$ cat config.mk
export PLATFORM = sky130hd
export DESIGN_NAME = apb_timer32
export DESIGN_NICKNAME = d
export VERILOG_FILES = /design/src/rtl/apb_timer32_pkg.sv /design/src/rtl/tmr_prescaler.sv /design/src/rtl/apb_timer32.sv
export SDC_FILE = /design/constraint.sdc
export NUM_CORES = 1
export LEC_CHECK = 0
export ABC_AREA = 1
export BUFFER_PORTS_ARGS = -buffer_cell sky130_fd_sc_hd__buf_4
export CORE_MARGIN = 3
export CORE_UTILIZATION = 25
export CTS_BUF_LIST = sky130_fd_sc_hd__clkbuf_16
export DETAILED_ROUTE_END_ITERATION = 12
export REMOVE_ABC_BUFFERS = 1
export SLEW_MARGIN = 20
export SYNTH_ARGS = -nofsm -noshare
export SYNTH_HDL_FRONTEND = slang
export SYNTH_HIERARCHICAL = 1
export SYNTH_SLANG_ARGS = --single-unit
$ cat constraint.sdc
create_clock -name apb_pclk -period 2.7 [get_ports apb_pclk]
set_input_delay 0.27 -clock apb_pclk [delete_from_list [all_inputs] [get_ports apb_pclk]]
set_output_delay 0.27 -clock apb_pclk [all_outputs]
set_load 0.02 [all_outputs]
$ cat src/rtl/apb_timer32_pkg.sv
// Register map, control/status bit positions and the CTRL register layout for apb_timer32.
// Latency: n/a (declarations only).
// Backpressure: n/a.
package apb_timer32_pkg;

  // Byte addresses, fully decoded on 20 bits
  localparam logic [19:0] TMR_CTRL  = 20'h00000;
  localparam logic [19:0] TMR_PRESC = 20'h00004;
  localparam logic [19:0] TMR_CMP0  = 20'h00008;
  localparam logic [19:0] TMR_CMP1  = 20'h00009;
  localparam logic [19:0] TMR_CMP2  = 20'h0000A;
  localparam logic [19:0] TMR_CMP3  = 20'h0000B;
  localparam logic [19:0] TMR_CNT0  = 20'h0000C;
  localparam logic [19:0] TMR_CNT1  = 20'h0000D;
  localparam logic [19:0] TMR_CNT2  = 20'h0000E;
  localparam logic [19:0] TMR_CNT3  = 20'h0000F;
  localparam logic [19:0] TMR_STAT  = 20'h00010;

  // CTRL bit indices
  localparam int CTRL_EN       = 0;
  localparam int CTRL_PERIODIC = 1;
  localparam int CTRL_IRQ_EN   = 2;
  localparam int CTRL_PWM_EN   = 3;

  // STAT bit indices
  localparam int STAT_MATCH = 0;
  localparam int STAT_RUN   = 1;

  // CTRL register, MSB first so that {4'b0, ctrl} is the read-back byte
  typedef struct packed {
    logic pwm_en;
    logic irq_en;
    logic periodic;
    logic en;
  } ctrl_t;

endpackage

$ cat src/rtl/tmr_prescaler.sv
// Prescaler: counts 0..presc while enabled and pulses tick on the terminal count.
// Latency: tick is combinational from the counter flop; the counter restarts the cycle after a tick.
// Backpressure: none; en=0 freezes the count, clr forces it back to zero.
module tmr_prescaler #(
  parameter int PRE_W = 8
) (
  input  logic             apb_pclk,
  input  logic             rst,
  input  logic             en,
  input  logic             clr,
  input  logic [PRE_W-1:0] presc,
  output logic             tick
);

  logic [PRE_W-1:0] pre_cnt;

  assign tick = en & (pre_cnt == presc);

  // Divider state: cleared on reset or restart, wraps to zero after each tick
  always_ff @(posedge apb_pclk) begin
    if (rst) begin
      pre_cnt <= '0;
    end else if (clr) begin
      pre_cnt <= '0;
    end else if (en) begin
      pre_cnt <= tick ? '0 : pre_cnt + PRE_W'(1);
    end
  end

endmodule

$ cat src/rtl/apb_timer32.sv
// 32-bit APB timer: prescaled counter, compare match, W1C match flag, level IRQ; optional PWM under `TIMER_PWM_EN.
// Latency: single-cycle APB access; MATCH/timer_int visible the cycle after the matching tick; pwm_o lags one cycle.
// Backpressure: none; every access completes in its enable cycle and reads are combinational from apb_paddr.
module apb_timer32
  import apb_timer32_pkg::*;
#(
  parameter int CNT_W = 32,
  parameter int PRE_W = 8
) (
  input  logic        apb_pclk,
  input  logic        rst,
  input  logic        apb_psel,
  input  logic        apb_penable,
  input  logic        apb_pwrite,
  input  logic [19:0] apb_paddr,
  input  logic [7:0]  apb_pwdata,
  output logic [7:0]  apb_prdata,
  output logic        timer_int,
  output logic        pwm_o
);

  logic             we;
  logic             re;
  logic             ctrl_sel;
  logic             presc_sel;
  logic             cmp_sel;
  logic             cnt_sel;
  logic             stat_sel;
  logic [1:0]       lane;

  ctrl_t            ctrl;
  logic [PRE_W-1:0] presc;
  logic [CNT_W-1:0] cmp;
  logic [CNT_W-1:0] cnt;
  logic [CNT_W-9:0] snap;
  logic             match;

  logic             tick;
  logic             cnt_wr;
  logic             cnt_hit;
  logic             match_set;
  logic             pre_clr;

  assign we = apb_psel & apb_penable & apb_pwrite;
  assign re = apb_psel & apb_penable & ~apb_pwrite;

  // CMP and CNT are each one aligned 4-byte window; lane picks the byte, LSB first
  assign ctrl_sel  = (apb_paddr == TMR_CTRL);
  assign presc_sel = (apb_paddr == TMR_PRESC);
  assign cmp_sel   = (apb_paddr[19:2] == TMR_CMP0[19:2]);
  assign cnt_sel   = (apb_paddr[19:2] == TMR_CNT0[19:2]);
  assign stat_sel  = (apb_paddr == TMR_STAT);
  assign lane      = apb_paddr[1:0];

  // A byte write to CNT swallows that cycle's tick entirely: no increment, no match
  assign cnt_wr    = we & cnt_sel;
  assign cnt_hit   = (cnt == cmp);
  assign match_set = tick & ~cnt_wr & cnt_hit;

  // Restarting the timer (EN 0->1) realigns the prescaler phase
  assign pre_clr = we & ctrl_sel & ~ctrl.en & apb_pwdata[CTRL_EN];

  tmr_prescaler #(
    .PRE_W (PRE_W)
  ) u_prescaler (
    .apb_pclk (apb_pclk),
    .rst      (rst),
    .en       (ctrl.en),
    .clr      (pre_clr),
    .presc    (presc),
    .tick     (tick)
  );

  // CTRL: a bus write beats the one-shot auto-disable landing in the same cycle
  always_ff @(posedge apb_pclk) begin
    if (rst) begin
      ctrl <= '0;
    end else if (we && ctrl_sel) begin
      ctrl.en       <= apb_pwdata[CTRL_EN];
      ctrl.periodic <= apb_pwdata[CTRL_PERIODIC];
      ctrl.irq_en   <= apb_pwdata[CTRL_IRQ_EN];
`ifdef TIMER_PWM_EN
      ctrl.pwm_en   <= apb_pwdata[CTRL_PWM_EN];
`else
      ctrl.pwm_en   <= 1'b0;
`endif
    end else if (match_set && !ctrl.periodic) begin
      ctrl.en <= 1'b0;
    end
  end

  // PRESC and CMP are plain bus registers; compare sees a new CMP byte from the next cycle
  always_ff @(posedge apb_pclk) begin
    if (rst) begin
      presc <= '0;
      cmp   <= '1;
    end else if (we) begin
      if (presc_sel) presc <= apb_pwdata;
      if (cmp_sel)   cmp[{lane, 3'b000} +: 8] <= apb_pwdata;
    end
  end

  // Counter: byte load has priority, otherwise advance or resolve a match on each tick
  always_ff @(posedge apb_pclk) begin
    if (rst) begin
      cnt <= '0;
    end else if (cnt_wr) begin
      cnt[{lane, 3'b000} +: 8] <= apb_pwdata;
    end else if (tick) begin
      if (cnt_hit) begin
        if (ctrl.periodic) cnt <= '0;
      end else begin
        cnt <= cnt + CNT_W'(1);
      end
    end
  end

  // MATCH flag: W1C, a new match in the same cycle wins over the clear
  always_ff @(posedge apb_pclk) begin
    if (rst) begin
      match <= 1'b0;
    end else if (match_set) begin
      match <= 1'b1;
    end else if (we && stat_sel && apb_pwdata[STAT_MATCH]) begin
      match <= 1'b0;
    end
  end

  // Reading CNT0 freezes the upper three bytes so a byte-wise read is coherent
  always_ff @(posedge apb_pclk) begin
    if (rst) begin
      snap <= '0;
    end else if (re && cnt_sel && (lane == 2'd0)) begin
      snap <= cnt[CNT_W-1:8];
    end
  end

  assign timer_int = match & ctrl.irq_en;

`ifdef TIMER_PWM_EN
  logic pwm_q;

  // PWM high while the running count is below the compare value
  always_ff @(posedge apb_pclk) begin
    if (rst) begin
      pwm_q <= 1'b0;
    end else begin
      pwm_q <= ctrl.en & ctrl.pwm_en & (cnt < cmp);
    end
  end

  assign pwm_o = pwm_q;
`else
  assign pwm_o = 1'b0;
`endif

  // Read mux, combinational from the address; unmapped locations read zero
  always_comb begin
    apb_prdata = '0;
    if (ctrl_sel) begin
      apb_prdata = {4'b0000, ctrl};
    end else if (presc_sel) begin
      apb_prdata = presc;
    end else if (cmp_sel) begin
      apb_prdata = cmp[{lane, 3'b000} +: 8];
    end else if (cnt_sel) begin
      if (lane == 2'd0) apb_prdata = cnt[7:0];
      else              apb_prdata = snap[{lane - 2'd1, 3'b000} +: 8];
    end else if (stat_sel) begin
      apb_prdata[STAT_MATCH] = match;
      apb_prdata[STAT_RUN]   = ctrl.en;
    end
  end

endmodule
**Word-level counts from Yosys, hierarchy flattened**

Index checks and enable logic that the tools add are counted.

- Register bits: 108
- Input port bits: 33
- Output and inout port bits: 10
- Word-level logic and storage cells: 72

- Add/subtract/negate cells: 4
- Equality and inequality tests: 7
- Shift operators: 4
- Mux-type cells: 18
- Bitwise gates (word level): 14
- Reductions and logical operators: 16

Operators by type and width:

| cell | count |
|---|---|
| $mux 32 | 4 |
| $bwmux 32 | 2 |
| $mux 8 | 5 |
| $eq 18x2->1 const B | 2 |
| $add 32x1->32 const B | 1 |
| $eq 32x32->1 | 1 |
| $shift 8x7->32 const A | 1 |
| $shiftx 32x6->8 | 1 |
| $shiftx 8x7->32 | 1 |
| $shiftx 24x6->8 | 1 |
| $eq 20x3->1 const B | 1 |
| $eq 20x5->1 const B | 1 |
| $logic_not 20->1 | 1 |
| $and 1x1->1 | 11 |
| $add 8x1->8 const B | 1 |
| $eq 8x8->1 | 1 |
| $neg 5->7 | 1 |
| $logic_and 1x1->1 | 6 |
| $mux 6 | 1 |
| $reduce_and 2->1 | 3 |
| $reduce_bool 2->1 | 3 |
| $mux 1 | 4 |
| $mux 2 | 2 |
| $ne 3x3->1 const B | 1 |
| 5 further kinds | 7 |

**Depth between registers and ports, before layout**

Gate-level depths: netlist (run 1).

- Depth after elaboration: 9
- Mapped depth: 14

**Cells and area by module**

Netlist (run 1), hierarchy kept.

Modules (own cells, without submodules):

| module | times used | cells an instance | area an instance (sq um) |
|---|---|---|---|
| apb_timer32 | 1 | 1135 | 7086.8 |
| tmr_prescaler | 1 | 107 | 626.9 |

**Worst setup path before layout (run 1)**

No wires, ideal clock.

- Path type: input -> output
- Start point: in apb_paddr[0]
- End point: out apb_prdata[1]
- Data arrival time: 2236 ps
- Required time: 2430 ps
- Slack: 194 ps
- Cell stages on the path: 11
- Path buffers: 2
- Cells stage by stage: clkinv_1 clkbuf_1 ha_1 inv_1 clkbuf_1 a31oi_1 a22oi_1 nand2_1 nand3_1 nand2_1 a22oi_1

- Longest elaborated chain between the ends: 7
- Elaborated cells on any way between the ends: 13

RTL lines:

| item | line | source |
|---|---|---|
| start, declared | apb_timer32.sv:15 | `input logic [19:0] apb_paddr,` |
| $sub 2x1->2 | apb_timer32.sv:168 | `else apb_prdata = snap[{lane - 2'd1, 3'b000} +: 8];` |
| $shiftx 24x6->8 | apb_timer32.sv:168 |  |
| $mux 8 | apb_timer32.sv:167 | `if (lane == 2'd0) apb_prdata = cnt[7:0];` |
| $mux 2 | apb_timer32.sv:166 | `end else if (cnt_sel) begin` |
| $mux 8 | apb_timer32.sv:164 | `end else if (cmp_sel) begin` |
| $mux 8 | apb_timer32.sv:162 | `end else if (presc_sel) begin` |
| $mux 8 * | apb_timer32.sv:160 | `if (ctrl_sel) begin` |
| end, declared | apb_timer32.sv:17 | `output logic [7:0] apb_prdata,` |

Every way passes the cells marked *; elsewhere a longest branch is shown, timed or not.

**Worst setup path after layout (run 1)**

- Start point: in apb_paddr[1]
- End point: out apb_prdata[1]

The elaborated chain is that of the path after synthesis.

==> flow_summary.toml, run 1 <==
[critical_path]
rrSetupSlack_ns = 0.46
critical-path-max-stage-delay_ns = 0.30
worstReg2RegEnd = "cnt[11]"
startpoint_type = "primary input"
crit_type = "in2out"
critPathCaptureType = "output port"
cp.arrival_ns = 2.07
crit_path_frequent_cell = "buf_4"
crit_required_ns = 2.43
critPathTopFamily = "buffers and inverters"
r2r_cells = 12
crit_slowest_cell = "ha_1"
path_buf_inv = 5
crit_chain = "buf_4, clkinv_1, ha_1, inv_1, buf_4, a31oi_1, a22oi_1, nand2_1, nand3_1, nand2_1, a22oi_1, buf_4"
cp_max_fo = 11
reg2reg_from = "cnt[17]"

[yosys]
synth_top_area_cell = "dfxtp_1"
synth_common_cells = "nand2_1 (322), nor2_1 (203), inv_1 (126)"
synthTopCellsByArea = "dfxtp_1 (28%), nand2_1 (16%), nor2_1 (9.9%), nand3_1 (6.3%), inv_1 (6.1%)"
synth_edf_count = 0
synth-adder-area-share = 0.0114
yosysTopAreaCellShare = 0.280
synth_top_flop_cell = "dfxtp_1"
syn_avg_cell_area_um2 = 6.21
synth_compound_area_frac = 0.144
synth_simple_gate_area_frac = 0.410
synth_most_common_cell = "nand2_1"
yosysWarnings = 6
ys_ff_latch = 108
synth_top_family_by_area = "simple AND/OR/NAND/NOR gates"
synth_xor_area_frac = 0.0488
netlist_instances = 1242
syn-cell-area_um2 = 7710
ys_async_sr_fraction = 0
synth_seq_area_share = 0.280
muxShareOfSynthArea = 0
synth.distinct_cells = 43

[routing]
drc = 0
wl_um = 27900
final_antenna_net_count = 0
drtIter0Drc = 769
wire_per_inst_um = 16.8
viasPerCell = 4.93
via_count = 8201
drtPass1Iterations = 5

[power_and_ir_drop]
p_comb_frac = 0.076
pwr-share-clk = 0.453
power_density_nw_per_um2 = 383
cellLeakagePower_nw = 3.79
switching_share = 0.259
ir_worst_vdd_uv = 278
p_int_w = 0.00250
power.switching_w = 0.000874
p_seq_frac = 0.472

[floorplan]
initial_utilization = 0.257
die_h_um = 182
core_region_area_um2 = 30000
dieWidth_um = 182
pin_count = 43
dieArea_um2 = 33000
rows = 63

[finish]
drive_gt1_frac = 0.124
num-nets-final = 1308
syn_to_final_growth_pct = 14.0

[sta]
fin_crit_ns = 2.34
drv_slew = 0
slew_headroom = 0.531
worst_pin_slew_ns = 0.701
fmax_ghz = 0.428
whs_ns = 0.182
fin_skew_ns = 0.0139
tns_ns = 0
setup_viol = 0
min_period_over_period = 0.866
rsz0062_at_grt = "false"
hold_violations = 0

[clocking]
htreeDepth = 3
cts_resized = 0
clock_latency_ns = 0.37
numCtsBuffers = 9
tritoncts = "yes"
clkSlewWorstSetupHoldPaths_ns = 0.08
cts.path.max_buffers = 2
cts.sinks = 108
postCtsSetupBuffers = 0
root_buffer = "clkbuf_16"
hold_buffers = 0

[hold_path]
holdCritPathClass = "in2reg"
hold_path_depth = 3
hold_start = "apb_pwdata[7]"
min_to = "presc[7]"

[global_routing]
grt_pass1_vias = 7539
antenna_found_initial = 2
grt_usage = 0.166
grt_max_degree = 59
overflow = 0
grt_pass1_wl_um = 43400

[place]
place.detailed.hpwl_um = 21000
port_buffers = 41
place.gp.congestion = 0.991

[run]
drv_cap = 0

[status]
status = "completed"
[per-layer routing]
layer / vias to the layer above / part of all wire / global-route usage
met5: - / 0 / 0
met4: 0 / 0.030 / 0.0545
met3: 42 / 0.093 / 0.0379
met2: 373 / 0.43 / 0.250
met1: 3754 / 0.45 / 0.235
li1: 4032 / - / -
[power by group through the flow]
stage	Clock, W	Combinational (W)	Sequential, W
floorplan	0	0.000112	0.00163
global placement	0	0.000250	0.00163
detailed placement	0	0.000249	0.00163
CTS	0.00155	0.000251	0.00159
global route	0.00160	0.000274	0.00159
finish	0.00153	0.000255	0.00159
[placed cells by master (no fill, tap or decap), types with 3 or more instances in the layout]
master     synthesis  layout
nand2_1          322     322
nor2_1           203     203
inv_1            126     126
dfxtp_1          108     108
nand3_1           97      97
o21ai_0           72      72
buf_4              4      67
a21oi_1           43      43
xnor2_1           25      25
a211oi_2          20      20
nand3b_1          18      18
xor2_1            18      18
a31oi_1           17      17
nor3_1            16      16
nand2_2           14      14
nor2_2            11      11
nand4_1           10      10
inv_2              9       9
clkbuf_16          0       9
ha_1               7       7
clkinv_1           6       6
nor2_4             6       6
a22oi_1            6       6
nand3_4            6       6
o211ai_1           5       5
a211oi_1           5       5
o221ai_1           4       4
inv_6              0       3
[logic make-up after synthesis]
family                   Yosys count
AND/OR/NAND/NOR                  713
buffers and inverters            195
AO/OA/AOI/OAI                    175
flip-flops                       108
XOR/XNOR                          43
adder cells (fa/ha/maj)            7
other                              1
[area by class of cell]
type | count | area (µm²)
fill | 3345 | 21200
multi-input combinational | 939 | 4740
sequential | 108 | 2160
timing repair buffer | 69 | 543
inverter | 141 | 529
tap | 390 | 488
clock buffer | 9 | 225
clock inverter | 7 | 104
antenna | 2 | 5.00
[registers in the layout (all words and copies together) (netlist names)]
| register | count |
|---|---|
| cmp | 32 |
| cnt | 32 |
| snap | 24 |
| presc | 8 |
| u_prescaler/pre_cnt | 8 |
| ctrl | 3 |
| match | 1 |
[per-stage QoR]
step / instance area [µm²] / utilization / total power, W / std cells / setup slack [ns]
CTS: 8790 / 0.293 / 0.00339 / 1663 / 0.402
detailed placement: 8460 / 0.282 / 0.00188 / 1647 / 0.415
global route: 8790 / 0.293 / 0.00347 / 1664 / 0.207
finish: 8790 / 0.293 / 0.00337 / 1665 / 0.362
global placement: 8460 / 0.282 / 0.00188 / 1647 / 0.418
floorplan: 7430 / - / 0.00174 / 1188 / 0.171
[worst max path at each step]
stage	start	end	slack [ns]	depth (start not counted)
finish	apb_paddr[1]	apb_prdata[1]	0.36	12
global route	apb_paddr[1]	apb_prdata[7]	0.21	13
CTS	apb_paddr[1]	apb_prdata[1]	0.40	12
detailed placement	apb_paddr[1]	apb_prdata[1]	0.41	12
global placement	apb_paddr[0]	cmp[22]	0.42	9
floorplan	apb_paddr[0]	apb_prdata[0]	0.17	10
[worst reg2reg max path, stage by stage (launching register included)]
cell and delay (ns):
dfxtp_1 0.62, nand2_1 0.10, nand2_1 0.08, nand2_1 0.05, nor2_1 0.14, nand2_1 0.08, nor2_2 0.29, nand2_1 0.09
buf_4 0.27, nand3_1 0.18, nand2_1 0.08, nor2_1 0.10, nor2_1 0.05
Note: power is estimated with default switching activity, not from simulation.
==> inputs of run 2 (changes only) <==
--- a/config.mk
+++ b/config.mk
@@ -8,9 +8,11 @@
 export ABC_AREA = 1
 export BUFFER_PORTS_ARGS = -buffer_cell sky130_fd_sc_hd__buf_4
 export CORE_MARGIN = 3
-export CORE_UTILIZATION = 25
+export CORE_UTILIZATION = 57
 export CTS_BUF_LIST = sky130_fd_sc_hd__clkbuf_16
 export DETAILED_ROUTE_END_ITERATION = 12
+export GPL_TIMING_DRIVEN = 0
+export PLACE_DENSITY = 0.75
 export REMOVE_ABC_BUFFERS = 1
 export SLEW_MARGIN = 20
 export SYNTH_ARGS = -nofsm -noshare
==> run 2 against run 1 <==
Fmax decreased by 12%. Sequential cell count did not move. Total power is 2.9% lower. Non-clock buffer count down 21. Largest power group unchanged. First-iteration DRC count is 61% higher. Combinational power increased by 6%. Critical endpoint is now apb_prdata[0]. Via count is the same. Register-to-register slack got worse by 0.05 ns.
==> flow_summary.toml, run 2 (synthesis results as in run 1) <==
[status]
status = "completed"

[routing]
drtPass1Iterations = 8
wire_per_inst_um = 17.9
via_count = 8201
drtIter0Drc = 1237
drc = 0
viasPerCell = 5.76
final_antenna_net_count = 0
wl_um = 25500

[clocking]
tritoncts = "yes"
htreeDepth = 3
clock_latency_ns = 0.36
cts.path.max_buffers = 2
clkSlewWorstSetupHoldPaths_ns = 0.07
root_buffer = "clkbuf_16"
cts.sinks = 108
numCtsBuffers = 9
hold_buffers = 0

[finish]
largestRegisters = "cmp (32), cnt (32), snap (24)"
mostFrequentLayoutCells = "nand2_1 (321), nor2_1 (202), inv_1 (124)"
syn_to_final_growth_pct = 9.07
drive_gt1_frac = 0.117
diodes = 0
num-nets-final = 1289
fin_cells = 1425
layout_commonest_cell = "nand2_1"

[sta]
hold_violations = 0
whs_ns = 0.222
fmax_ghz = 0.376
min_period_over_period = 0.985
fin_crit_ns = 2.66
worst_pin_slew_ns = 1.05
drv_slew = 0
slew_headroom = 0.298
fin_skew_ns = 0.00804
setup_viol = 0
rsz0062_at_grt = "false"

[global_routing]
overflow = 0
antenna_found_initial = 0
grt_pass1_vias = 7175
grt_pass1_wl_um = 38900
grt_max_degree = 50
grt_usage = 0.336

[critical_path]
cp_max_fo = 40
critPathLaunch = "apb_paddr[0]"
cp.arrival_ns = 2.39
rrSetupSlack_ns = 0.41
crit_type = "in2out"
startpoint_type = "primary input"
worstReg2RegEnd = "cnt[26]"
crit_required_ns = 2.43
critPathCaptureType = "output port"
endpoint = "apb_prdata[0]"
r2r_cells = 12
reg2reg_from = "cnt[1]"

[place]
port_buffers = 41
dp_cells = 1402
place.gp.congestion = 1.00
place.detailed.hpwl_um = 17900

[floorplan]
core_region_area_um2 = 12900
rows = 41
initial_utilization = 0.597
pin_count = 43
dieArea_um2 = 15000
dieWidth_um = 122
die_h_um = 122

[run]
drv_cap = 0

[power_and_ir_drop]
ir_worst_vdd_uv = 481
power_density_nw_per_um2 = 389
cellLeakagePower_nw = 3.70

[hold_path]
holdCritPathClass = "in2reg"
[run 2: cell count changes in the layout (fill, tap and decap cells not counted), moves of 3 or more]
cell	previous run	this run
clkinvlp_4	0	3
clkinv_1	6	3
buf_4	67	45
inv_6	3	0
[run 2: through the flow]
| stage | setup TNS [ns] | area [µm²] | util | total power, W | setup WS [ns] |
|---|---|---|---|---|---|
| finish | 0 | 8410 | 0.651 | 0.00327 | 0.0415 |
| global route | 0 | 8410 | 0.651 | 0.00334 | 0.0122 |
| CTS | 0 | 8340 | 0.645 | 0.00326 | 0.00172 |
| detailed placement | -90.30 | 7980 | 0.617 | 0.00186 | -1.36 |
| global placement | -91.46 | 7950 | 0.615 | 0.00186 | -1.37 |
| floorplan | 0 | 7430 | - | 0.00174 | 0.171 |
[run 2: how the worst min path moves through the flow]
| stage | start | cells after the start | endpoint | slack [ns] |
|---|---|---|---|---|
| 3_3_place_gp | snap[0] | 2 | snap[0] | 0.45 |
| 4_1_cts | apb_pwdata[0] | 4 | match | 0.22 |
| 3_5_place_dp | snap[5] | 2 | snap[5] | 0.45 |
| 5_1_grt | apb_pwdata[0] | 4 | match | 0.22 |
| 6_report | apb_pwdata[0] | 4 | match | 0.22 |
| 2_1_floorplan | rst | 1 | match | 0.34 |
[run 2: power breakdown]
part / leakage [nW] / switching, W / internal (W)
sequential: 0.871 / 0.00000000191 / 0.00159
clock: 0.146 / 0.000610 / 0.000801
combinational: 2.68 / 0.000188 / 0.0000833
[run 2: cell type report]
class | instances | area [µm²]
timing repair inverter | 1 | 5.00
timing repair buffer | 48 | 405
clock inverter | 6 | 80.1
multi-input combinational | 940 | 4770
inverter | 141 | 553
tap | 172 | 215
fill | 1260 | 4510
sequential | 108 | 2160
clock buffer | 9 | 225
[run 2: routing by layer]
metal | routed length, µm | vias up | track usage
met5 | 0 | - | 0
met2 | 10900 | 471 | 0.514
met3 | 2940 | 80 | 0.0608
met4 | 835 | 0 | 0.0994
li1 | - | 3980 | -
met1 | 10800 | 3670 | 0.483
[run 2: critical path: stages]
cell and delay [ns]:
buf_16 0.18, inv_12 0.11, ha_4 0.35, clkinvlp_4 0.18
nor2_1 0.14, inv_1 0.13, o21ai_0 0.15, o21ai_0 0.16
a21oi_1 0.16, o21ai_0 0.15, a21oi_1 0.17, buf_4 0.16
[run 2: timing repair]
action,4_1_cts,5_1_grt
gates resized for setup,9,6
setup buffers,2,4
pin swaps,0,2
endpoints found under the hold margin,0,0
setup endpoints to repair,114,21
cloned,1,1
==> inputs of run 3 (changes only) <==
--- a/config.mk
+++ b/config.mk
@@ -7,6 +7,7 @@
 export LEC_CHECK = 0
 export ABC_AREA = 1
 export BUFFER_PORTS_ARGS = -buffer_cell sky130_fd_sc_hd__buf_4
+export CORE_ASPECT_RATIO = 0.9
 export CORE_MARGIN = 3
 export CORE_UTILIZATION = 57
 export CTS_BUF_LIST = sky130_fd_sc_hd__clkbuf_16
==> run 3 against run 2 <==
Worst setup slack better by 0.065 ns. Largest cell class unchanged. Global-route usage is 0.89 points lower. Register-to-register slack worse by 0.15 ns. Fmax is 2.5% higher. Die area hardly changed. Total power is 0.41% higher. Cell count is 0.56% lower.
==> flow_summary.toml, run 3 (synthesis results as in run 1) <==
[global_routing]
met2_usage = 0.486
busiest_layer = "met2"
grt_usage = 0.327
antenna_found_initial = 0
grt_pass1_wl_um = 38000
grt_use_met3 = 0.0942
overflow = 0
grt_pass1_vias = 6986
grt_max_degree = 49
use_met1 = 0.468

[power_and_ir_drop]
ir_worst_vdd_uv = 478
cellLeakagePower_nw = 3.68
report.power.total_w = 0.00329
power_density_nw_per_um2 = 392

[routing]
final_antenna_net_count = 0
wl_um = 24700
via_count = 8138
drtPass1Iterations = 6
drc = 0
drtIter0Drc = 1346
wire_per_inst_um = 17.5
viasPerCell = 5.74

[clocking]
cts.path.max_buffers = 2
hold_buffers = 0
cts.sinks = 108
clock_latency_ns = 0.36
numCtsBuffers = 9
root_buffer = "clkbuf_16"
htreeDepth = 3
tritoncts = "yes"
clkSlewWorstSetupHoldPaths_ns = 0.08

[sta]
fin_skew_ns = 0.0121
hold_violations = 0
fin_ws_ns = 0.107
fin_crit_ns = 2.59
worst_pin_slew_ns = 1.00
slew_headroom = 0.329
setup_viol = 0
min_period_over_period = 0.960
fmax_ghz = 0.386
drv_slew = 0

[critical_path]
rrSetupSlack_ns = 0.26
crit_required_ns = 2.43
critPathCaptureType = "output port"
startpoint_type = "primary input"
cp_max_fo = 40
cp.arrival_ns = 2.32
crit_type = "in2out"

[floorplan]
pin_count = 43
die_h_um = 116
dieArea_um2 = 15000
rows = 39
initial_utilization = 0.594
core_region_area_um2 = 13000
dieWidth_um = 129

[finish]
num-nets-final = 1288
largestRegisters = "cmp (32), cnt (32), snap (24)"
multi_input_area_um2 = 4760
regArea_um2 = 2160
diodes = 0
syn_to_final_growth_pct = 8.74
fillCellCount = 1289
mostFrequentLayoutCells = "nand2_1 (321), nor2_1 (201), inv_1 (126)"
layout_commonest_cell = "nand2_1"
drive_gt1_frac = 0.117

[status]
status = "completed"

[place]
post-place-ws_ns = -1.19
place.gp.congestion = 1.02
place.detailed.hpwl_um = 17800
port_buffers = 41

[hold_path]
holdCritPathClass = "in2reg"

[run]
drv_cap = 0
-- run 3: repair_timing --
| action | in CTS | in global routing |
|---|---|---|
| setup buffers | 3 | 3 |
| pin swaps | 0 | 3 |
| setup endpoints to repair | 98 | 19 |
| gates resized for setup | 10 | 7 |
| gates cloned | 0 | 1 |
-- run 3: critical path, stage by stage --
cell and delay, ns:
buf_16 0.19, inv_12 0.10, ha_4 0.33, clkinvlp_4 0.15, buf_4 0.16, buf_4 0.12, a21oi_1 0.10, o21ai_0 0.11
a22oi_1 0.18, nand2_1 0.14, nand3_1 0.13, o211ai_1 0.11, inv_1 0.07, buf_4 0.13
-- run 3: through the flow --
| stage | util | cell area [µm²] | hold slack (ns) | setup TNS (ns) | instances |
|---|---|---|---|---|---|
| after global placement | 0.612 | 7940 | 0.447 | -81.15 | 1393 |
| after detailed placement | 0.614 | 7970 | 0.448 | -81.38 | 1394 |
| after global routing | 0.646 | 8390 | 0.223 | -0.00655 | 1417 |
| after CTS | 0.643 | 8340 | 0.204 | 0 | 1413 |
| final | 0.646 | 8390 | 0.206 | 0 | 1417 |
| after floorplan | - | 7430 | 0.339 | 0 | 1188 |
-- run 3: path summary, 6_finish.rpt --
kind | endpoint | cells past startpoint | startpoint
worst max register to register | cnt[4] | 10 | cnt[24]
worst max-delay path | apb_prdata[4] | 14 | apb_paddr[0]
worst min-delay path | presc[7] | 3 | apb_pwdata[7]
worst min register to register | snap[0] | 2 | snap[0]
-- run 3: final cells by class --
type                       count  share of cell area
clock buffer                   9              0.0268
clock inverter                 7              0.0101
inverter                     141              0.0659
multi-input combinational    940               0.568
sequential                   108               0.258
tap                          164              0.0245
timing repair buffer          48              0.0468
-- run 3: routing by layer --
layer	routed length [µm]	vias to the layer above	share of wire
met5	0	-	0
met4	535	0	0.022
met3	3100	48	0.13
met2	10300	428	0.42
met1	10800	3676	0.44
li1	-	3986	-
-- run 3: power by group --
group / internal [W] / switching [W]
sequential: 0.00159 / 0.00000000202
clock: 0.000805 / 0.000622
combinational: 0.0000878 / 0.000181
